<file path="src/rtl/ps2_pkg.sv">
`timescale 1ns/1ps
`default_nettype none
// ============================================================================
// Module   : ps2_pkg
// Purpose  : Shared types and constants for the PS/2 receive path.
//            - ps2_state_e : receive FSM state encoding
//            - c_FRAME_LEN : bits per PS/2 frame (start + 8 data + parity + stop)
//            - c_DATA_W    : scan-code byte width
// Revision : 1.0  initial release
// ============================================================================
package ps2_pkg;

    localparam int c_FRAME_LEN = 11;
    localparam int c_DATA_W    = 8;

    typedef enum logic [1:0] {
        ST_IDLE   = 2'd0,
        ST_DATA   = 2'd1,
        ST_PARITY = 2'd2,
        ST_STOP   = 2'd3
    } ps2_state_e;

endpackage : ps2_pkg
`default_nettype wire

</file>
<file path="src/rtl/ps2_line_filter.sv">
`timescale 1ns/1ps
`default_nettype none
// ============================================================================
// Module   : ps2_line_filter
// Purpose  : Brings the raw PS/2 clock and data pins into the i_clk domain,
//            rejects glitches shorter than CLK_DIV_FILTER samples and flags
//            each falling edge of the cleaned PS/2 clock.
// Ports    : i_clk      system clock (rising edge)
//            i_rst_n    asynchronous active-low reset
//            i_ps2_clk  raw PS/2 clock pin
//            i_ps2_data raw PS/2 data pin
//            o_data     filtered PS/2 data level
//            o_fall     one-cycle strobe on filtered PS/2 clock 1->0
// Revision : 1.0  initial release
// ============================================================================
module ps2_line_filter #(
    parameter int CLK_DIV_FILTER = 8
) (
    input  logic i_clk,
    input  logic i_rst_n,
    input  logic i_ps2_clk,
    input  logic i_ps2_data,
    output logic o_data,
    output logic o_fall
);

    localparam int                 c_CNT_W    = (CLK_DIV_FILTER > 1) ? $clog2(CLK_DIV_FILTER) : 1;
    localparam logic [c_CNT_W-1:0] c_CNT_LAST = c_CNT_W'(CLK_DIV_FILTER - 1);

    // Bit 0 carries the PS/2 clock, bit 1 the PS/2 data.
    logic [1:0] w_raw;
    logic [1:0] meta_q;
    logic [1:0] sync_q;
    logic [1:0] w_filt;
    logic       clk_prev_q;

    assign w_raw = {i_ps2_data, i_ps2_clk};

    // Two-flop synchronizer; idle PS/2 lines are high so reset to 1.
    always_ff @(posedge i_clk or negedge i_rst_n) begin
        if (!i_rst_n) begin
            meta_q <= 2'b11;
            sync_q <= 2'b11;
        end else begin
            meta_q <= w_raw;
            sync_q <= meta_q;
        end
    end

    // Per-line filter: the level only moves once CLK_DIV_FILTER consecutive
    // samples disagree with it; any agreeing sample restarts the run.
    for (genvar gi = 0; gi < 2; gi++) begin : g_line
        logic [c_CNT_W-1:0] cnt_q;
        logic               lvl_q;

        always_ff @(posedge i_clk or negedge i_rst_n) begin
            if (!i_rst_n) begin
                cnt_q <= '0;
                lvl_q <= 1'b1;
            end else if (sync_q[gi] != lvl_q) begin
                if (cnt_q == c_CNT_LAST) begin
                    lvl_q <= sync_q[gi];
                    cnt_q <= '0;
                end else begin
                    cnt_q <= cnt_q + 1'b1;
                end
            end else begin
                cnt_q <= '0;
            end
        end

        assign w_filt[gi] = lvl_q;
    end

    always_ff @(posedge i_clk or negedge i_rst_n) begin
        if (!i_rst_n) begin
            clk_prev_q <= 1'b1;
        end else begin
            clk_prev_q <= w_filt[0];
        end
    end

    assign o_fall = clk_prev_q & ~w_filt[0];
    assign o_data = w_filt[1];

endmodule : ps2_line_filter
`default_nettype wire

</file>
<file path="src/rtl/ps2_rx.sv">
`timescale 1ns/1ps
`default_nettype none
// ============================================================================
// Module   : ps2_rx
// Purpose  : PS/2 device-to-host frame receiver. Collects start, 8 data bits
//            (LSB first), parity and stop, then presents the scan-code byte.
//            A stalled frame is abandoned after TIMEOUT_CYCLES without a
//            PS/2 clock edge.
// Ports    : i_clk      system clock (rising edge)
//            i_rst_n    asynchronous active-low reset
//            i_ps2_clk  raw PS/2 clock pin
//            i_ps2_data raw PS/2 data pin
//            o_data     last accepted byte ([3:0] and [7:4] drive one
//                       seven-segment digit each)
//            o_valid    one-cycle pulse: o_data was updated
//            o_err      one-cycle pulse: frame rejected or timed out
//            o_busy     high while a frame is in progress
// Build    : define PS2_RX_PARITY_CHECK_EN to reject frames with bad odd
//            parity; otherwise the parity bit is received and ignored.
// Revision : 1.0  initial release
// ============================================================================
module ps2_rx
    import ps2_pkg::*;
#(
    parameter int CLK_DIV_FILTER = 8,
    parameter int TIMEOUT_CYCLES = 50000
) (
    input  logic                i_clk,
    input  logic                i_rst_n,
    input  logic                i_ps2_clk,
    input  logic                i_ps2_data,
    output logic [c_DATA_W-1:0] o_data,
    output logic                o_valid,
    output logic                o_err,
    output logic                o_busy
);

    localparam int               c_TO_W     = $clog2(TIMEOUT_CYCLES + 1);
    localparam logic [c_TO_W-1:0] c_TO_LAST = c_TO_W'(TIMEOUT_CYCLES - 1);
    // Index of the last data bit: frame minus start, parity, stop, minus one.
    localparam logic [2:0]       c_BIT_LAST = 3'(c_FRAME_LEN - 4);

    logic w_fall;
    logic w_bit;

    ps2_state_e          state_q,   state_d;
    logic [2:0]          bit_cnt_q, bit_cnt_d;
    logic [c_DATA_W-1:0] shift_q,   shift_d;
    logic [c_DATA_W-1:0] data_q,    data_d;
    logic                valid_q,   valid_d;
    logic                err_q,     err_d;
    logic [c_TO_W-1:0]   to_cnt_q,  to_cnt_d;
    logic                w_parity_ok;

    ps2_line_filter #(
        .CLK_DIV_FILTER (CLK_DIV_FILTER)
    ) u_line_filter (
        .i_clk      (i_clk),
        .i_rst_n    (i_rst_n),
        .i_ps2_clk  (i_ps2_clk),
        .i_ps2_data (i_ps2_data),
        .o_data     (w_bit),
        .o_fall     (w_fall)
    );

`ifdef PS2_RX_PARITY_CHECK_EN
    logic parity_q, parity_d;

    always_ff @(posedge i_clk or negedge i_rst_n) begin
        if (!i_rst_n) begin
            parity_q <= 1'b0;
        end else begin
            parity_q <= parity_d;
        end
    end

    always_comb begin
        parity_d = parity_q;
        if (w_fall && (state_q == ST_PARITY)) begin
            parity_d = w_bit;
        end
    end

    // Odd parity across data and parity bit.
    assign w_parity_ok = ^{shift_q, parity_q};
`else
    // The parity bit is clocked through the PARITY state and dropped.
    assign w_parity_ok = 1'b1;
`endif

    always_ff @(posedge i_clk or negedge i_rst_n) begin
        if (!i_rst_n) begin
            state_q   <= ST_IDLE;
            bit_cnt_q <= '0;
            shift_q   <= '0;
            data_q    <= '0;
            valid_q   <= 1'b0;
            err_q     <= 1'b0;
            to_cnt_q  <= '0;
        end else begin
            state_q   <= state_d;
            bit_cnt_q <= bit_cnt_d;
            shift_q   <= shift_d;
            data_q    <= data_d;
            valid_q   <= valid_d;
            err_q     <= err_d;
            to_cnt_q  <= to_cnt_d;
        end
    end

    always_comb begin
        state_d   = state_q;
        bit_cnt_d = bit_cnt_q;
        shift_d   = shift_q;
        data_d    = data_q;
        valid_d   = 1'b0;
        err_d     = 1'b0;
        to_cnt_d  = to_cnt_q;

        if (w_fall) begin
            // An edge always restarts the stall timer, even if it coincides
            // with the timer expiring.
            to_cnt_d = '0;
            case (state_q)
                ST_IDLE: begin
                    if (!w_bit) begin
                        state_d   = ST_DATA;
                        bit_cnt_d = '0;
                    end
                end
                ST_DATA: begin
                    shift_d   = {w_bit, shift_q[c_DATA_W-1:1]};
                    bit_cnt_d = bit_cnt_q + 3'd1;
                    if (bit_cnt_q == c_BIT_LAST) begin
                        state_d = ST_PARITY;
                    end
                end
                ST_PARITY: begin
                    state_d = ST_STOP;
                end
                ST_STOP: begin
                    if (w_bit && w_parity_ok) begin
                        data_d  = shift_q;
                        valid_d = 1'b1;
                    end else begin
                        err_d = 1'b1;
                    end
                    state_d = ST_IDLE;
                end
                default: begin
                    state_d = ST_IDLE;
                end
            endcase
        end else if (state_q != ST_IDLE) begin
            if (to_cnt_q == c_TO_LAST) begin
                state_d   = ST_IDLE;
                err_d     = 1'b1;
                to_cnt_d  = '0;
                shift_d   = '0;
                bit_cnt_d = '0;
            end else begin
                to_cnt_d = to_cnt_q + 1'b1;
            end
        end else begin
            to_cnt_d = '0;
        end
    end

    assign o_data  = data_q;
    assign o_valid = valid_q;
    assign o_err   = err_q;
    assign o_busy  = (state_q != ST_IDLE);

endmodule : ps2_rx
`default_nettype wire

</file>
<file path="config.mk">
export PLATFORM = sky130hd
export DESIGN_NAME = ps2_rx
export DESIGN_NICKNAME = d
export VERILOG_FILES = /design/src/rtl/ps2_pkg.sv /design/src/rtl/ps2_line_filter.sv /design/src/rtl/ps2_rx.sv
export SDC_FILE = /design/constraint.sdc
export NUM_CORES = 1
export LEC_CHECK = 0
export ABC_AREA = 1
export BUFFER_PORTS_ARGS = -buffer_cell sky130_fd_sc_hd__buf_4
export CAP_MARGIN = 20
export CORE_ASPECT_RATIO = 1.1
export CORE_MARGIN = 1.5
export CORE_UTILIZATION = 54
export DETAILED_ROUTE_END_ITERATION = 7
export GPL_TIMING_DRIVEN = 0
export PLACE_DENSITY_LB_ADDON = 0.08
export SYNTH_ARGS = -nofsm -noshare
export SYNTH_HDL_FRONTEND = slang
export SYNTH_HIERARCHICAL = 1
export SYNTH_SLANG_ARGS = --single-unit
</file>
<file path="constraint.sdc">
create_clock -name i_clk -period 1.55 [get_ports i_clk]
set_clock_uncertainty 0.2 [all_clocks]
set_input_delay 0.155 -clock i_clk [delete_from_list [all_inputs] [get_ports i_clk]]
set_output_delay 0.155 -clock i_clk [all_outputs]
set_load 0.03 [all_outputs]
</file>
==> impl_results.md, run 1 <==
- ANT cells: 0
- CORE AREA: 0.004285 mm^2
- Outcome: finished, violations left
- Grt ovf: 0
- Total power draw: 4.124 mW
- Failing checks: setup timing
- Post-synth ARST share: 100.0%
- Fin area: 0.003192 mm^2
- PortBufs: 14
- Worst Setup Slack post-DPL: -228.1 ps
- Initial core utilization: 56.38%
- Post-route worst setup slack: -79.66 ps
- Initial antenna violation count: 0
- # placed instances: 340
- Crit Path Class: reg2reg
- Tcrit/Tclk final: 105.1%
- Area Growth Syn to Fin: 32.11%
- Most common cell after layout, fill and taps aside: nand2_1
- Die Area: 0.004885 mm^2
- CP delay by family, top: flip-flops
- Worst r2r path cells: 7
- Top achievable clock speed: 0.6136 GHz
- First DRT Iteration DRCs: 104
- WHS Endpoint: u_line_filter/sync_q[0]
- Nets: 333
- Sequential share of the synthesized area: 54.22%
- HPWL after detailed placement: 2.775 mm
- RR Startpoint: u_line_filter/clk_prev_q
- Max Slew Vio Count: 0
- H-tree Lvls: 2
- Die width: 66.78 um
- Aggregate routed wire length: 4.639 mm
- Via count: 1866
- Critical R2R Capture: o_data[6]
- Mean Syn Cell Area: 8.883 um^2
- Critical Path Sink Type: register
- Clock Tree Root: clkbuf_8
- Clk buf depth: 2
- Routed len/inst: 12.44 um
- PwrDens: 1292 mW/mm^2
- Synth Flop Type: dfrtp_1
- Clock-pin slew on the worst setup and hold paths: 100 ps
- Synth Instances: 272
- Final Critical Period: 1630 ps
- Worst-path cell chain: inv_2 > nor2_4 > nand2_2 > nor2_2 > inv_2 > buf_6 > o21ai_1
- Rel. slew slack: 57.04%
- Most frequent cells in the layout: nand2_1, dfrtp_1, inv_1
- DIE HEIGHT: 73.16 um
- Critical hold path startpoint: u_line_filter/meta_q[0]
- Hold Path Cell Cnt: 0
- Number of warnings issued by yosys: 6
- Via density: 5.003
- DRT Pass-1 Iters: 4
- Worst-margin pin slew: 644.4 ps
- Worst EP required: 1580 ps
- Hold Fails Final Rpt: 0
- TritonCTS clock tree: yes
- Max cap viols: 0
- WP buf/inv: 3
- Startpoint Class: register
- Global-route wire length before repair: 7.728 mm
- # IOs: 15
- Final std cells w/o fill: 373
- RSZ-0062 raised after global routing: yes
- Dpl cell area: 0.002599 mm^2
- Number of synthesized flops with an enable pin: 0
- Total track usage: 20.99%
- Max stage delay cell, worst path: dfstp_2
- P_leak: 1.491 nW
- Fin Hold WS: 159.6 ps
- RD Place Congestion: 0.8615
- Antenna viol nets, final: 0
- Number of global-route vias before repair: 1772
- Syn Nets: 287
- # DRC: 0
- Largest net degree at the start of global routing: 53
- # setup viols final: 35
- CTS Buf Count: 5
- Syn Std Cell Area: 0.002416 mm^2
- TritonCTS Sinks: 52
- Rows: 25
- Crit-path max FO: 10
- Post-synth cell types: 30
- Crit path from: u_line_filter/clk_prev_q
- Min-Delay Path Class: reg2reg
- Most frequent CP cell: inv_2
- Worst skew pair latency: 310 ps
- Layout cells sized above 1: 38.56%
- Worst Path Arrival: 1660 ps
- Max rail drop VDD: 824.8 uV
- FF-to-FF setup slack: -80 ps
- Yosys reg bits: 52
- CP max stage delay: 530 ps
layout make-up:
class	count	area, um^2
clock inverter	2	15.01
buffer	2	18.77
clock buffer	6	82.58
inverter	46	182.7
sequential	52	1315
multi-input combinational	172	1165
fill	295	1094
timing repair buffer	39	345.3
tap	54	67.56
cells in the mapped netlist, types with 4 or more instances:
master / number / share of area (%)
a21oi_1: 5 / 1.0
dfrtp_1: 45 / 47
dfstp_2: 7 / 7.6
ha_1: 11 / 5.7
inv_1: 42 / 6.5
inv_2: 4 / 0.62
nand2_1: 62 / 9.6
nand2_2: 4 / 1.0
nand3_1: 11 / 2.3
nor2_1: 30 / 4.7
nor3_1: 6 / 1.2
o21ai_0: 11 / 2.3
o22ai_1: 6 / 1.6
worst max-delay path by stage:
stage / endpoint / slack (ps) / depth (start not counted)
6_report: o_data[6] / -80 / 7
5_1_grt: state_q[0] / -180 / 9
4_1_cts: state_q[0] / -60 / 7
3_5_place_dp: to_cnt_q[5] / -230 / 7
3_3_place_gp: to_cnt_q[5] / -230 / 7
2_1_floorplan: shift_q[0] / -9 / 6
per-layer routing:
metal | track usage (%) | vias up | share of wire [%]
met4 | 8.844 | 0 | 1.6
met1 | 27.38 | 880 | 47
met5 | 0 | - | 0
met2 | 33.33 | 36 | 49
met3 | 5.247 | 7 | 3.1
li1 | - | 943 | -
power by group:
part / switching [mW] / leakage, nW / total [mW] / internal [mW]
logic: 0.881 / 0.763 / 1.60 / 0.718
clock network: 0.453 / 0.0434 / 0.815 / 0.362
registers: 0.141 / 0.684 / 1.71 / 1.57
total: 1.47 / 1.49 / 4.12 / 2.65
state kept, by name, indices dropped and copies added (netlist names):
signal and flops:
u_line_filter/g_line.cnt_q 6, u_line_filter/sync_q 2, o_err 1, state_q 2, u_line_filter/meta_q 2, o_data 8
u_line_filter/clk_prev_q 1, shift_q 8, bit_cnt_q 3, o_valid 1, u_line_filter/o_data 1, u_line_filter/g_line.lvl_q 1
to_cnt_q 16
logic make-up (layout without fill, tap and decap cells):
group | count (synthesis) | in the layout | share of synthesized area, %
AOI/OAI and AO/OA | 29 | 29 | 6.784
xor gates and xnor gates | 3 | 3 | 1.088
adders and majority gates | 11 | 11 | 5.696
buffers and inverters | 48 | 95 | 7.508
DFF | 52 | 52 | 54.22
and+or+nand+nor | 129 | 129 | 24.70
metrics by stage:
stage,utilization [%],TNS (ps)
2_1_floorplan,-,-54.07
3_3_place_gp,60.64,-4191
3_5_place_dp,60.64,-5071
4_1_cts,69.40,-477.5
5_1_grt,74.48,-4616
6_report,74.48,-1105
what timing repair did:
item,in CTS,in global routing
endpoints found under the hold margin,47,0
gates resized for setup,44,43
cloned,0,1
hold buffers,3,0
pin swaps,14,16
endpoints found under the setup margin,39,38
buffers inserted,15,6
Note: power is estimated with default switching activity, not from simulation.
==> run 2: changes to the inputs <==
--- a/config.mk
+++ b/config.mk
@@ -5,12 +5,12 @@
 export SDC_FILE = /design/constraint.sdc
 export NUM_CORES = 1
 export LEC_CHECK = 0
-export ABC_AREA = 1
+export ABC_AREA = 0
 export BUFFER_PORTS_ARGS = -buffer_cell sky130_fd_sc_hd__buf_4
 export CAP_MARGIN = 20
 export CORE_ASPECT_RATIO = 1.1
 export CORE_MARGIN = 1.5
-export CORE_UTILIZATION = 54
+export CORE_UTILIZATION = 53
 export DETAILED_ROUTE_END_ITERATION = 7
 export GPL_TIMING_DRIVEN = 0
 export PLACE_DENSITY_LB_ADDON = 0.08
==> run 2 against run 1 <==
  * The run still ends with setup timing left
  * Critical path depth fell by 2
  * Flip-flop and latch count did not move
  * Register-to-register slack got worse by 160 ps
  * Routed wire length rose by 0.75%
  * Combinational power fell by 18%
  * Via count fell by 11%
  * Design area fell by 4.4%
  * Sequential share of layout area rose by 2.0 points
  * Worst setup slack got worse by 160 ps
==> impl_results.md, run 2 <==
- Outcome: finished, violations left
- Failing checks: setup timing
- Mux contribution to synthesized area: 4.849%
- P_leak: 1.440 nW
- Initial core utilization: 54.59%
- Layout cells sized above 1: 43.65%
- Number of synthesized flops with an enable pin: 0
- Max Slew Vio Count: 0
- TritonCTS clock tree: yes
- Mean Syn Cell Area: 11.44 um^2
- Fin Hold WS: 161.9 ps
- Routed len/inst: 15.27 um
- Largest Register: to_cnt_q
- Crit Path Class: reg2reg
- WP depth: 5
- Worst Path Arrival: 1770 ps
- Area share of the largest cell type after synthesis: 48.49%
- Min-Delay Path Class: reg2reg
- Crit path from: to_cnt_q[11]
- RD Place Congestion: 0.8380
- Number of warnings issued by yosys: 6
- CP delay by family, top: simple AND/OR/NAND/NOR gates
- Worst setup endpoint: state_q[0]
- Global-route wire length before repair: 7.762 mm
- Startpoint Class: register
- Grt ovf: 0
- Final Critical Period: 1789 ps
- PortBufs: 14
- Final std cells w/o fill: 306
- Synth Area in XOR/XNOR: 5.657%
- Rows: 25
- Syn Nets: 218
- Max reg flops: 16
- Top cells by area, synth: dfrtp_1, dfstp_2, ha_1
- Hold Fails Final Rpt: 0
- Leading area contributor after synthesis: dfrtp_1
- Most common cell after layout, fill and taps aside: dfrtp_1
- # setup viols final: 31
- CORE AREA: 0.004254 mm^2
- Critical R2R Capture: state_q[0]
- Top achievable clock speed: 0.5589 GHz
- Sequential share of power: 45.0%
- Switching Share: 33.79%
- Aggregate routed wire length: 4.674 mm
- Yosys reg bits: 52
- DIE HEIGHT: 72.43 um
- HPWL after detailed placement: 2.880 mm
- Main combinational cell family by area after synthesis: simple AND/OR/NAND/NOR gates
- Nets: 266
- # placed instances: 271
- RR Startpoint: to_cnt_q[11]
- Simple-gate share of the synthesized area: 19.72%
- Rel. slew slack: 56.93%
- Post-synth cell types: 36
- Most frequent cells after synthesis: dfrtp_1, nand2_1, nor2_1
- # DRC: 0
- Worst r2r path cells: 5
- Syn Std Cell Area: 0.002322 mm^2
- Via density: 5.408
- Synth Flop Type: dfrtp_1
- Sequential share of the synthesized area: 56.41%
- Most frequent cells in the layout: dfrtp_1, buf_4, nand2_1
- Largest net degree at the start of global routing: 53
- Compound-cell area share of the yosys netlist: 4.634%
- Crit-path max FO: 5
- Die width: 66.11 um
- Area Growth Syn to Fin: 31.41%
- Worst-path cell chain: nor4b_4 > nand4_4 > nor3_4 > buf_6 > o22ai_4
- Cell-internal power: 2.522 mW
- First DRT Iteration DRCs: 122
- ANT cells: 0
- Clock Tree Root: clkbuf_8
- Net Switching: 1.287 mW
- Clock-pin slew on the worst setup and hold paths: 90 ps
- DRT Pass-1 Iters: 4
- Worst-margin pin slew: 646.1 ps
- Initial antenna violation count: 0
- Critical Path Sink Type: register
- Max rail drop VDD: 946.9 uV
- Clk pwr share: 20.7%
- Most frequent cell after synthesis: dfrtp_1
- Max cap viols: 0
- Synth Instances: 203
- FF-to-FF setup slack: -240 ps
- Number of global-route vias before repair: 1715
- RSZ-0062 raised after global routing: yes
- Clk buf depth: 2
- Post-synth ARST share: 100.0%
- CP max stage delay: 440 ps
- # IOs: 15
- H-tree Lvls: 2
- Max stage delay cell, worst path: dfrtp_2
- PwrDens: 1248 mW/mm^2
- Antenna viol nets, final: 0
- Via count: 1655
- Die Area: 0.004788 mm^2
- Comb power frac: 34.4%
- Total track usage: 21.34%
- Worst Setup Slack post-DPL: -284.8 ps
- WP buf/inv: 1
- TritonCTS Sinks: 52
- CTS Buf Count: 5
- Worst EP required: 1530 ps
- Post-Synth Adder-Cell Area: 5.927%
- Worst skew pair latency: 300 ps
- Post-route worst setup slack: -239.1 ps
- Tcrit/Tclk final: 115.4%
run 2: changes by cell type in the layout (fill, tap and decap cells not counted), sizes merged, moves of 4 or more:
cell,before,now
nand2,68,30
inv,46,9
nor2,35,17
mux2,0,10
xnor2,0,9
buf,36,42
nand3,14,8
and2,1,6
nand4,1,5
nor4,0,4
run 2: logic make-up (layout without fill, tap and decap cells):
kind of cell	count (synthesis)	in the layout
compound gates	19	19
fa+ha+maj	11	11
flops	52	52
mux	10	10
xor+xnor	15	15
buf+inv	14	62
simple gates	82	83
run 2: final cells by class:
cell class,count,area [um^2]
timing repair buffer,41,334.1
sequential,52,1318
buffer,4,48.80
multi-input combinational,138,1157
clock inverter,2,10.01
clock buffer,6,82.58
inverter,9,33.78
fill,316,1202
tap,54,67.56
run 2: routing by layer:
metal	vias to the layer above	wire length, um	GRT usage [%]	share of wire, %
met5	-	0	0	0
met4	0	102	9.977	2.2
met3	11	136	3.566	2.9
met2	35	2498	37.56	53
met1	828	1936	25.23	41
li1	781	-	-	-
run 2: through the flow:
stage / power [mW] / utilization [%] / area (um^2) / TNS [ps]
5_1_grt: 4.048 / 71.74 / 3052 / -7805
3_3_place_gp: 2.527 / 60.15 / 2559 / -4875
3_5_place_dp: 2.594 / 60.15 / 2559 / -6257
6_report: 3.809 / 71.74 / 3052 / -5440
4_1_cts: 3.649 / 67.53 / 2873 / -3997
2_1_floorplan: 2.346 / - / 2386 / -1975
run 2: power by group through the flow:
stage	sequential, mW	clock, mW	combinational, mW
after floorplan	1.70	0	0.648
after global placement	1.72	0	0.809
after detailed placement	1.74	0	0.854
after CTS	1.70	0.803	1.15
after global routing	1.74	0.854	1.46
final	1.71	0.787	1.31
run 2: worst min path at each step:
stage / depth (start not counted) / slack (ps) / endpoint / from
floorplan: 0 / -340 / bit_cnt_q[0] / i_rst_n
global route: 0 / 170 / u_line_filter/sync_q[0] / u_line_filter/meta_q[0]
global placement: 1 / 4 / to_cnt_q[8] / i_rst_n
detailed placement: 1 / 20 / to_cnt_q[7] / i_rst_n
CTS: 0 / 160 / u_line_filter/sync_q[1] / u_line_filter/meta_q[1]
finish: 0 / 160 / u_line_filter/sync_q[1] / u_line_filter/meta_q[1]
run 2: timing repair:
action	CTS	global route
endpoints found under the hold margin	47	0
setup buffers	12	12
pin swaps	8	7
hold buffers	3	0
cloned	3	0
setup endpoints to repair	37	38
gates resized for setup	27	24
